### src/rtl/hnf_rxdat.sv
// hnf_rxdat: HN-F RXDAT link-layer receiver.
// Issues L-credits on the CHI RXDAT channel, accepts data flits against them
// and queues them in order (DATPOSQ). The oldest entry is presented on a
// valid/ready interface. DataLCrdReturn flits (opcode 0) only return a credit.
// Optional build macro HNF_RXDAT_PROT_CHK_EN adds a sticky protocol-error flag
// and a simulation assertion; without it rxdat_prot_err is tied low.
// The opcode is taken from RXDATFLIT[OPC_LSB +: OPC_W].
module hnf_rxdat #(
  parameter int DEPTH    = 8,   // 2..15
  parameter int MAX_LCRD = 15,
  parameter int FLIT_W   = 32,
  parameter int OPC_LSB  = 0,
  parameter int OPC_W    = 4
) (
  input  logic              clock,
  input  logic              reset,
  input  logic [FLIT_W-1:0] RXDATFLIT,
  input  logic              RXDATFLITV,
  input  logic              RXDATFLITPEND,
  output logic              RXDATLCRDV,
  output logic [FLIT_W-1:0] rxdat_posq_first_entry,
  output logic              rxdat_posq_first_entry_valid,
  input  logic              rxdat_posq_first_entry_ready,
  output logic              rxdat_prot_err
);

  localparam int OCC_W  = $clog2(DEPTH + 1);
  localparam int LCRD_W = $clog2(MAX_LCRD + 1);
  localparam int PTR_W  = $clog2(DEPTH);
  localparam int SUM_W  = 8;

  logic [OCC_W-1:0]  occ_q, occ_d;
  logic [LCRD_W-1:0] lcrd_q, lcrd_d;
  logic [PTR_W-1:0]  wr_ptr_q, wr_ptr_d;
  logic [PTR_W-1:0]  rd_ptr_q, rd_ptr_d;
  logic              grant_q, grant_d;
  logic [FLIT_W-1:0] mem_q [DEPTH];

  logic             is_data;
  logic             consume;
  logic             push;
  logic             pop;
  logic             full;
  logic             overflow;
  logic [SUM_W-1:0] cap_sum;
  logic [SUM_W-1:0] lcrd_sum;

  // The early-flit hint carries no information this receiver needs.
  logic unused_pend;
  assign unused_pend = RXDATFLITPEND;

  // Pointers wrap explicitly so non-power-of-two depths work.
  function automatic logic [PTR_W-1:0] ptr_inc(input logic [PTR_W-1:0] p);
    return (p == PTR_W'(DEPTH - 1)) ? '0 : p + PTR_W'(1);
  endfunction

  // Handshake decode, counter updates and next credit decision.
  always_comb begin
    is_data  = RXDATFLIT[OPC_LSB +: OPC_W] != '0;
    consume  = RXDATFLITV && (lcrd_q != '0);
    pop      = rxdat_posq_first_entry_valid && rxdat_posq_first_entry_ready;
    full     = occ_q == OCC_W'(DEPTH);
    // Credit accounting should make this impossible; never overwrite the head.
    overflow = consume && is_data && full && !pop;
    push     = consume && is_data && !overflow;

    lcrd_d   = lcrd_q + LCRD_W'(grant_q) - LCRD_W'(consume);
    occ_d    = occ_q + OCC_W'(push) - OCC_W'(pop);
    wr_ptr_d = push ? ptr_inc(wr_ptr_q) : wr_ptr_q;
    rd_ptr_d = pop  ? ptr_inc(rd_ptr_q) : rd_ptr_q;

    // Registered occupancy: a slot freed by a pop backs a credit one cycle later.
    cap_sum  = SUM_W'(occ_q) + SUM_W'(lcrd_q) + SUM_W'(grant_q);
    lcrd_sum = SUM_W'(lcrd_q) + SUM_W'(grant_q);
    grant_d  = (cap_sum < SUM_W'(DEPTH)) && (lcrd_sum < SUM_W'(MAX_LCRD));
  end

  // Control state; everything returns to idle on reset.
  always_ff @(posedge clock or negedge reset) begin
    if (!reset) begin
      occ_q    <= '0;
      lcrd_q   <= '0;
      wr_ptr_q <= '0;
      rd_ptr_q <= '0;
      grant_q  <= 1'b0;
    end else begin
      occ_q    <= occ_d;
      lcrd_q   <= lcrd_d;
      wr_ptr_q <= wr_ptr_d;
      rd_ptr_q <= rd_ptr_d;
      grant_q  <= grant_d;
    end
  end

  // Queue storage is data only and is not reset.
  always_ff @(posedge clock) begin
    if (push) mem_q[wr_ptr_q] <= RXDATFLIT;
  end

  assign RXDATLCRDV                   = grant_q;
  assign rxdat_posq_first_entry       = mem_q[rd_ptr_q];
  assign rxdat_posq_first_entry_valid = occ_q != '0;

`ifdef HNF_RXDAT_PROT_CHK_EN
  logic illegal_flit;
  logic prot_err_q, prot_err_d;

  // A flit with no credit outstanding, or a push into a full queue, is sticky.
  always_comb begin
    illegal_flit = RXDATFLITV && (lcrd_q == '0);
    prot_err_d   = prot_err_q || illegal_flit || overflow;
  end

  // Sticky error flag, cleared only by reset.
  always_ff @(posedge clock or negedge reset) begin
    if (!reset) prot_err_q <= 1'b0;
    else        prot_err_q <= prot_err_d;
  end

  assign rxdat_prot_err = prot_err_q;

  a_no_prot_viol: assert property (@(posedge clock) disable iff (!reset)
                                   !(illegal_flit || overflow))
    else $error("hnf_rxdat: RXDAT protocol violation");
`else
  assign rxdat_prot_err = 1'b0;
`endif

endmodule

### config.mk
export PLATFORM = sky130hd
export DESIGN_NAME = hnf_rxdat
export DESIGN_NICKNAME = d
export VERILOG_FILES = /design/src/rtl/hnf_rxdat.sv
export SDC_FILE = /design/constraint.sdc
export NUM_CORES = 1
export LEC_CHECK = 0
export ABC_AREA = 1
export CAP_MARGIN = 10
export CORE_MARGIN = 3
export CORE_UTILIZATION = 30
export CTS_BUF_LIST = sky130_fd_sc_hd__clkbuf_4
export DETAILED_ROUTE_END_ITERATION = 6
export GPL_TIMING_DRIVEN = 0
export PLACE_DENSITY = 0.53
export SKIP_LAST_GASP = 1
export SLEW_MARGIN = 10
export SYNTH_ARGS = -nofsm -noshare
export SYNTH_HDL_FRONTEND = slang
export SYNTH_SLANG_ARGS = --single-unit
### constraint.sdc
create_clock -name clock -period 3.45 [get_ports clock]
set_input_delay 0.345 -clock clock [delete_from_list [all_inputs] [get_ports clock]]
set_output_delay 0.345 -clock clock [all_outputs]
set_load 0.1 [all_outputs]
# After elaboration in Yosys (flattened, before gate mapping)

Memory sizes are Yosys's and may differ from the RTL's.
Cells that the tools add are included.

Logic and storage cells: 36
Memories: 1
RAM bits: 256
Register bits: 15
Bits of input ports: 37
ROM bits: 0
Output and inout port bits: 35
Latch bits: 0

Shift-type cells: 0
Bitwise operators: 0
$add $sub $neg: 9
Reduce and logical (&&, ||, !) cells: 12
Multipliers: 0
Muxes and demuxes: 4
Order comparisons: 2
Divide/modulo/power cells: 0
Equality and inequality tests: 3

Memories:

| memory | depth | width | rd ports | clocked after Yosys merged registers in | wr ports | RTL line | text |
|---|---|---|---|---|---|---|---|
| mem_q  | 8     | 32    | 1        | 0                                       | 1        | 37       | `logic [FLIT_W-1:0] mem_q [DEPTH];` |

Operators with widths:

| kind                                                                          | count |
|---|---|
| 4-bit nonzero test                                                            | 3 |
| 4-bit by 1-bit adder with 4-bit output                                        | 2 |
| 4-bit by 1-bit subtractor with 4-bit output                                   | 2 |
| 1-bit logical AND                                                             | 7 |
| 3-bit by 1-bit adder with 3-bit output (second input constant)                | 2 |
| 5-bit by 1-bit adder with 6-bit output                                        | 1 |
| 3-bit equality test (second input constant)                                   | 2 |
| 6-bit by 4-bit less-than comparator with 1-bit output (second input constant) | 1 |
| 3-bit two-way mux                                                             | 2 |
| 4-bit by 1-bit adder with 5-bit output                                        | 1 |
| 4-bit by 4-bit adder with 5-bit output                                        | 1 |
| 5-bit by 4-bit less-than comparator with 1-bit output (second input constant) | 1 |
| 4-bit equality test (second input constant)                                   | 1 |
| 1-bit logical NOT                                                             | 2 |
| 1-bit two-way mux                                                             | 2 |

# Logic depth before layout (Yosys ltp)

Word-level depth: 9
Depth in mapped cells: 12
Gate-level depth less buffers: 12

# Worst setup path before layout

OpenSTA, ideal clock, no wires.

Path type: flip-flop to flip-flop
Start: register occ_q[2]
End: memory mem_q[0][0], enable pin
Setup slack: -186 ps
Arrival: 3,215 ps
Clock period less this slack: 3,636 ps
Cell stages (with the launch flop): 9
Buffers on the path: 1
Data required time: 3,029 ps
Library setup time: 421 ps
Path through: dfrtp_1 > inv_1 > ha_1 > nand2_1 > nand2_1 > nand2_1 > nand2_1 > buf_2 > nor2_1

Longest elaborated chain between the ends: 8
Elaborated cells on any way between the ends: 10
Those cells by class: eq/ne: 1; mux: 2; reduce/logical: 7

RTL lines:

| what                                    | RTL line | text |
|---|---|---|
| from (decl)                             | 32       | `logic [OCC_W-1:0] occ_q, occ_d;` |
| from (signal assigned)                  | 81       | `occ_q <= '0;` |
| from (signal assigned)                  | 87       | `occ_q <= occ_d;` |
| 4-bit nonzero test                      | 102      | `assign rxdat_posq_first_entry_valid = occ_q != '0;` |
| net rxdat_posq_first_entry_valid        | 22       | `output logic rxdat_posq_first_entry_valid,` |
| 1-bit logical AND                       | 61       | `pop = rxdat_posq_first_entry_valid && rxdat_posq_first_entry_ready;` |
| 1-bit logical NOT                       | 64       | `overflow = consume && is_data && full && !pop;` |
| 1-bit logical AND                       | 64       |  |
| 1-bit logical NOT                       | 65       | `push = consume && is_data && !overflow;` |
| 1-bit logical AND                       | 65       |  |
| 1-bit two-way mux                       | 97       | `if (push) mem_q[wr_ptr_q] <= RXDATFLIT;` |
| 1-bit two-way mux (not written as such) | 97       |  |
| to (decl)                               | 37       |  |

The timed path passes the listed nets, and every way through them passes these cells.

# Final worst setup path

Start: register rd_ptr_q[0]
End: output rxdat_posq_first_entry[26]

Longest elaborated chain between the ends: 1

RTL lines:

| what                   | RTL line | text |
|---|---|---|
| from (decl)            | 35       | `logic [PTR_W-1:0] rd_ptr_q, rd_ptr_d;` |
| from (signal assigned) | 90       | `rd_ptr_q <= rd_ptr_d;` |
| memory 8 x 32 bit      | --       |  |
| to (decl)              | 21       | `output logic [FLIT_W-1:0] rxdat_posq_first_entry,` |

No other way between the ends.

==> results.json <==
{
  "outcome": "finished, final reports clean",
  "crit_path_max_fanout": 10,
  "routabilityCongestion": 0.738,
  "drtPass1Iterations": 5,
  "layout_min_cycle_time_ns": 3.27,
  "fp.dieH_um": 200,
  "clk-insertion-delay-late_ns": 0.65,
  "grt_max_degree": 23,
  "ctsResizeCount": 96,
  "start_util_pct": 30.7,
  "drv_cap": 0,
  "netlist.area_leader.share_pct": 68.0,
  "remaining_drc_errors": 0,
  "ant_nets": 0,
  "dieArea_mm2": 0.0401,
  "grt_pass1_wl_mm": 43.7,
  "fin_ws_ns": 0.184,
  "antenna_found_initial": 1,
  "hold_class": "input pin to asynchronous set/reset pin",
  "fin_skew_ns": 0.0378,
  "required_ns": 3.11,
  "cts_tree": "built",
  "cts_sinks": 271,
  "worstMarginPinSlew_ns": 0.966,
  "ios": 72,
  "area_delta_synth_final_pct": 22.5,
  "async_flop_share_pct": 5.54,
  "timing.fmax_mhz": 306,
  "synth_flop_cell": "edfxtp_1",
  "timing.rr.start": "lcrd_q[2]$_DFF_PN0_",
  "synth_most_common_cell": "nor2_1",
  "slew-limit-headroom_pct": 35.4,
  "syn_area_per_cell_um2": 11.3,
  "synthCells": 999,
  "vias_per_cell": 4.47,
  "vias": 7630,
  "path_clk_slew_ns": 0.06,
  "ys_top_cells_by_area": "edfxtp_1, nor2_1, nand2_1, o21ai_0, dfrtp_1",
  "seq_area_frac_synth_pct": 71.3,
  "worst-setup-path-type": "flop to output pin",
  "place_hpwl_mm": 17.7,
  "syn_area_mm2": 0.0113,
  "synth_commonest_cells": "nor2_1, edfxtp_1, nand2_1, o21ai_0, inv_1",
  "ys_types": 22,
  "ys_warn_count": 0,
  "nets": 1214,
  "cts_root_buffer": "clkbuf_4",
  "synth_edf_count": 256,
  "yosysTopAreaCell": "edfxtp_1",
  "portBuffers": 69,
  "pre_cts_ws_ns": 0.260,
  "wl_per_cell_um": 16.7,
  "slew_violations": 0,
  "cts_buffer_depth": 3,
  "finalHoldViolations": 0,
  "critical_path_arrival_ns": 2.92,
  "cp-end-kind": "output pin",
  "fin_util_pct": 37.6,
  "n_fill_cell": 3665,
  "wl_mm": 28.6,
  "finalSetupViolCount": 0,
  "grt_overflow": 0,
  "grtUsageTotal_pct": 14.1,
  "cts_hold_buf": 0,
  "startpoint": "rd_ptr_q[0]$_DFFE_PN0P_",
  "cts_setup_buffers": 0,
  "htree_levels": 3,
  "cts_made_buffers": 75,
  "num_rows": 70,
  "die_x_um": 200,
  "design.core.area_mm2": 0.0369,
  "finalCritPeriodShare_pct": 94.7,
  "critPathLaunchType": "flop",
  "drive_above_1_share_pct": 16.5,
  "syn_nets": 1060,
  "synth-seq-cells": 271,
  "grt_pass1_vias": 7524,
  "first_iter_violations": 544
}
[final cells by class]
| class | instances | area [µm²] | share of cell area, % |
|---|---|---|---|
| Clock buffer | 114 | 856 | 6.18 |
| Multi-Input combinational cell | 647 | 2930 | 21.1 |
| Buffer | 51 | 265 | 1.91 |
| Tap cell | 504 | 631 | 4.55 |
| Timing Repair Buffer | 77 | 921 | 6.65 |
| Antenna cell | 1 | 2.50 | 0.0181 |
| Inverter | 30 | 113 | 0.813 |
| Sequential cell | 271 | 8060 | 58.2 |
| Clock inverter | 12 | 76.3 | 0.551 |
[registers in the layout, summed over array words and instances (netlist names)]
register	cells
occ_q	4
wr_ptr_q	3
mem_q	256
lcrd_q	4
rd_ptr_q	3
RXDATLCRDV	1
[final timing paths]
kind / depth (start not counted) / end / slack, ns
worst max-delay path: 8 / rxdat_posq_first_entry[26] / 0.18
worst min-delay path: 1 / rd_ptr_q[0]$_DFFE_PN0P_ / 0.18
worst max register to register: 9 / mem_q[1][26]$_DFFE_PP_ / 0.68
worst min register to register: 1 / occ_q[0]$_DFF_PN0_ / 0.58
max in group asynchronous: 1 / lcrd_q[0]$_DFF_PN0_ / 2.71
min in group clock: 1 / mem_q[6][22]$_DFFE_PP_ / 0.42
[logic make-up (layout without fill, tap and decap cells)]
group           after synthesis  in the layout  synth area share (%)
fa+ha+maj                    24             24                  2.79
simple gates                482            482                  16.2
buf+inv                      81            284                  3.34
xor+xnor                      4              4                 0.310
flops                       271            271                  71.3
compound gates              136            136                  6.06
other cells                   1              2                0.0332
[per-stage QoR]
stage               cells     TNS, ns  area (µm²)  hold slack, ns
global route         1707  -0.0000435       13900           0.180
finish               1707           0       13900           0.183
detailed placement   1580           0       12900           0.574
floorplan             999      -47.62       11300          0.0494
CTS                  1706           0       13900           0.138
global placement     1572     -367.03       12600           0.574
[placed cells by master, fill, tap and decap left out, types with 2 or more instances in the layout]
| cell type | count |
|---|---|
| nand3_1 | 14 |
| nor2_1 | 268 |
| a21oi_1 | 3 |
| buf_16 | 4 |
| clkdlybuf4s15_2 | 32 |
| inv_2 | 4 |
| buf_1 | 7 |
| clkbuf_4 | 114 |
| xnor2_1 | 4 |
| nand2_1 | 191 |
| buf_12 | 4 |
| clkdlybuf4s50_1 | 37 |
| ha_1 | 22 |
| fa_1 | 2 |
| clkbuf_1 | 15 |
| buf_2 | 13 |
| o21ai_0 | 103 |
| clkinv_1 | 6 |
| dfrtp_1 | 15 |
| nor2_4 | 8 |
| inv_1 | 29 |
| edfxtp_1 | 256 |
| o21ai_1 | 28 |
| buf_4 | 15 |
[worst max-delay path, stage by stage (launching register included)]
cell and delay, ns:
dfrtp_1 0.42, inv_2 0.08, buf_4 0.16, clkbuf_1 0.55, o21ai_0 0.21, nand2_1 0.09
nand2_1 0.04, nand2_1 0.12, clkdlybuf4s15_2 0.57
[metal layers]
layer	vias to the layer above	global-route usage (%)	part of all wire (%)
met2	208	22.8	47
li1	3742	-	-
met1	3618	18.9	46
met3	62	2.93	5.1
met4	0	4.98	2.4
met5	-	0	0
Power is not shown: default switching activity piles up to over one toggle a cycle in this logic, so the estimate is an artifact.
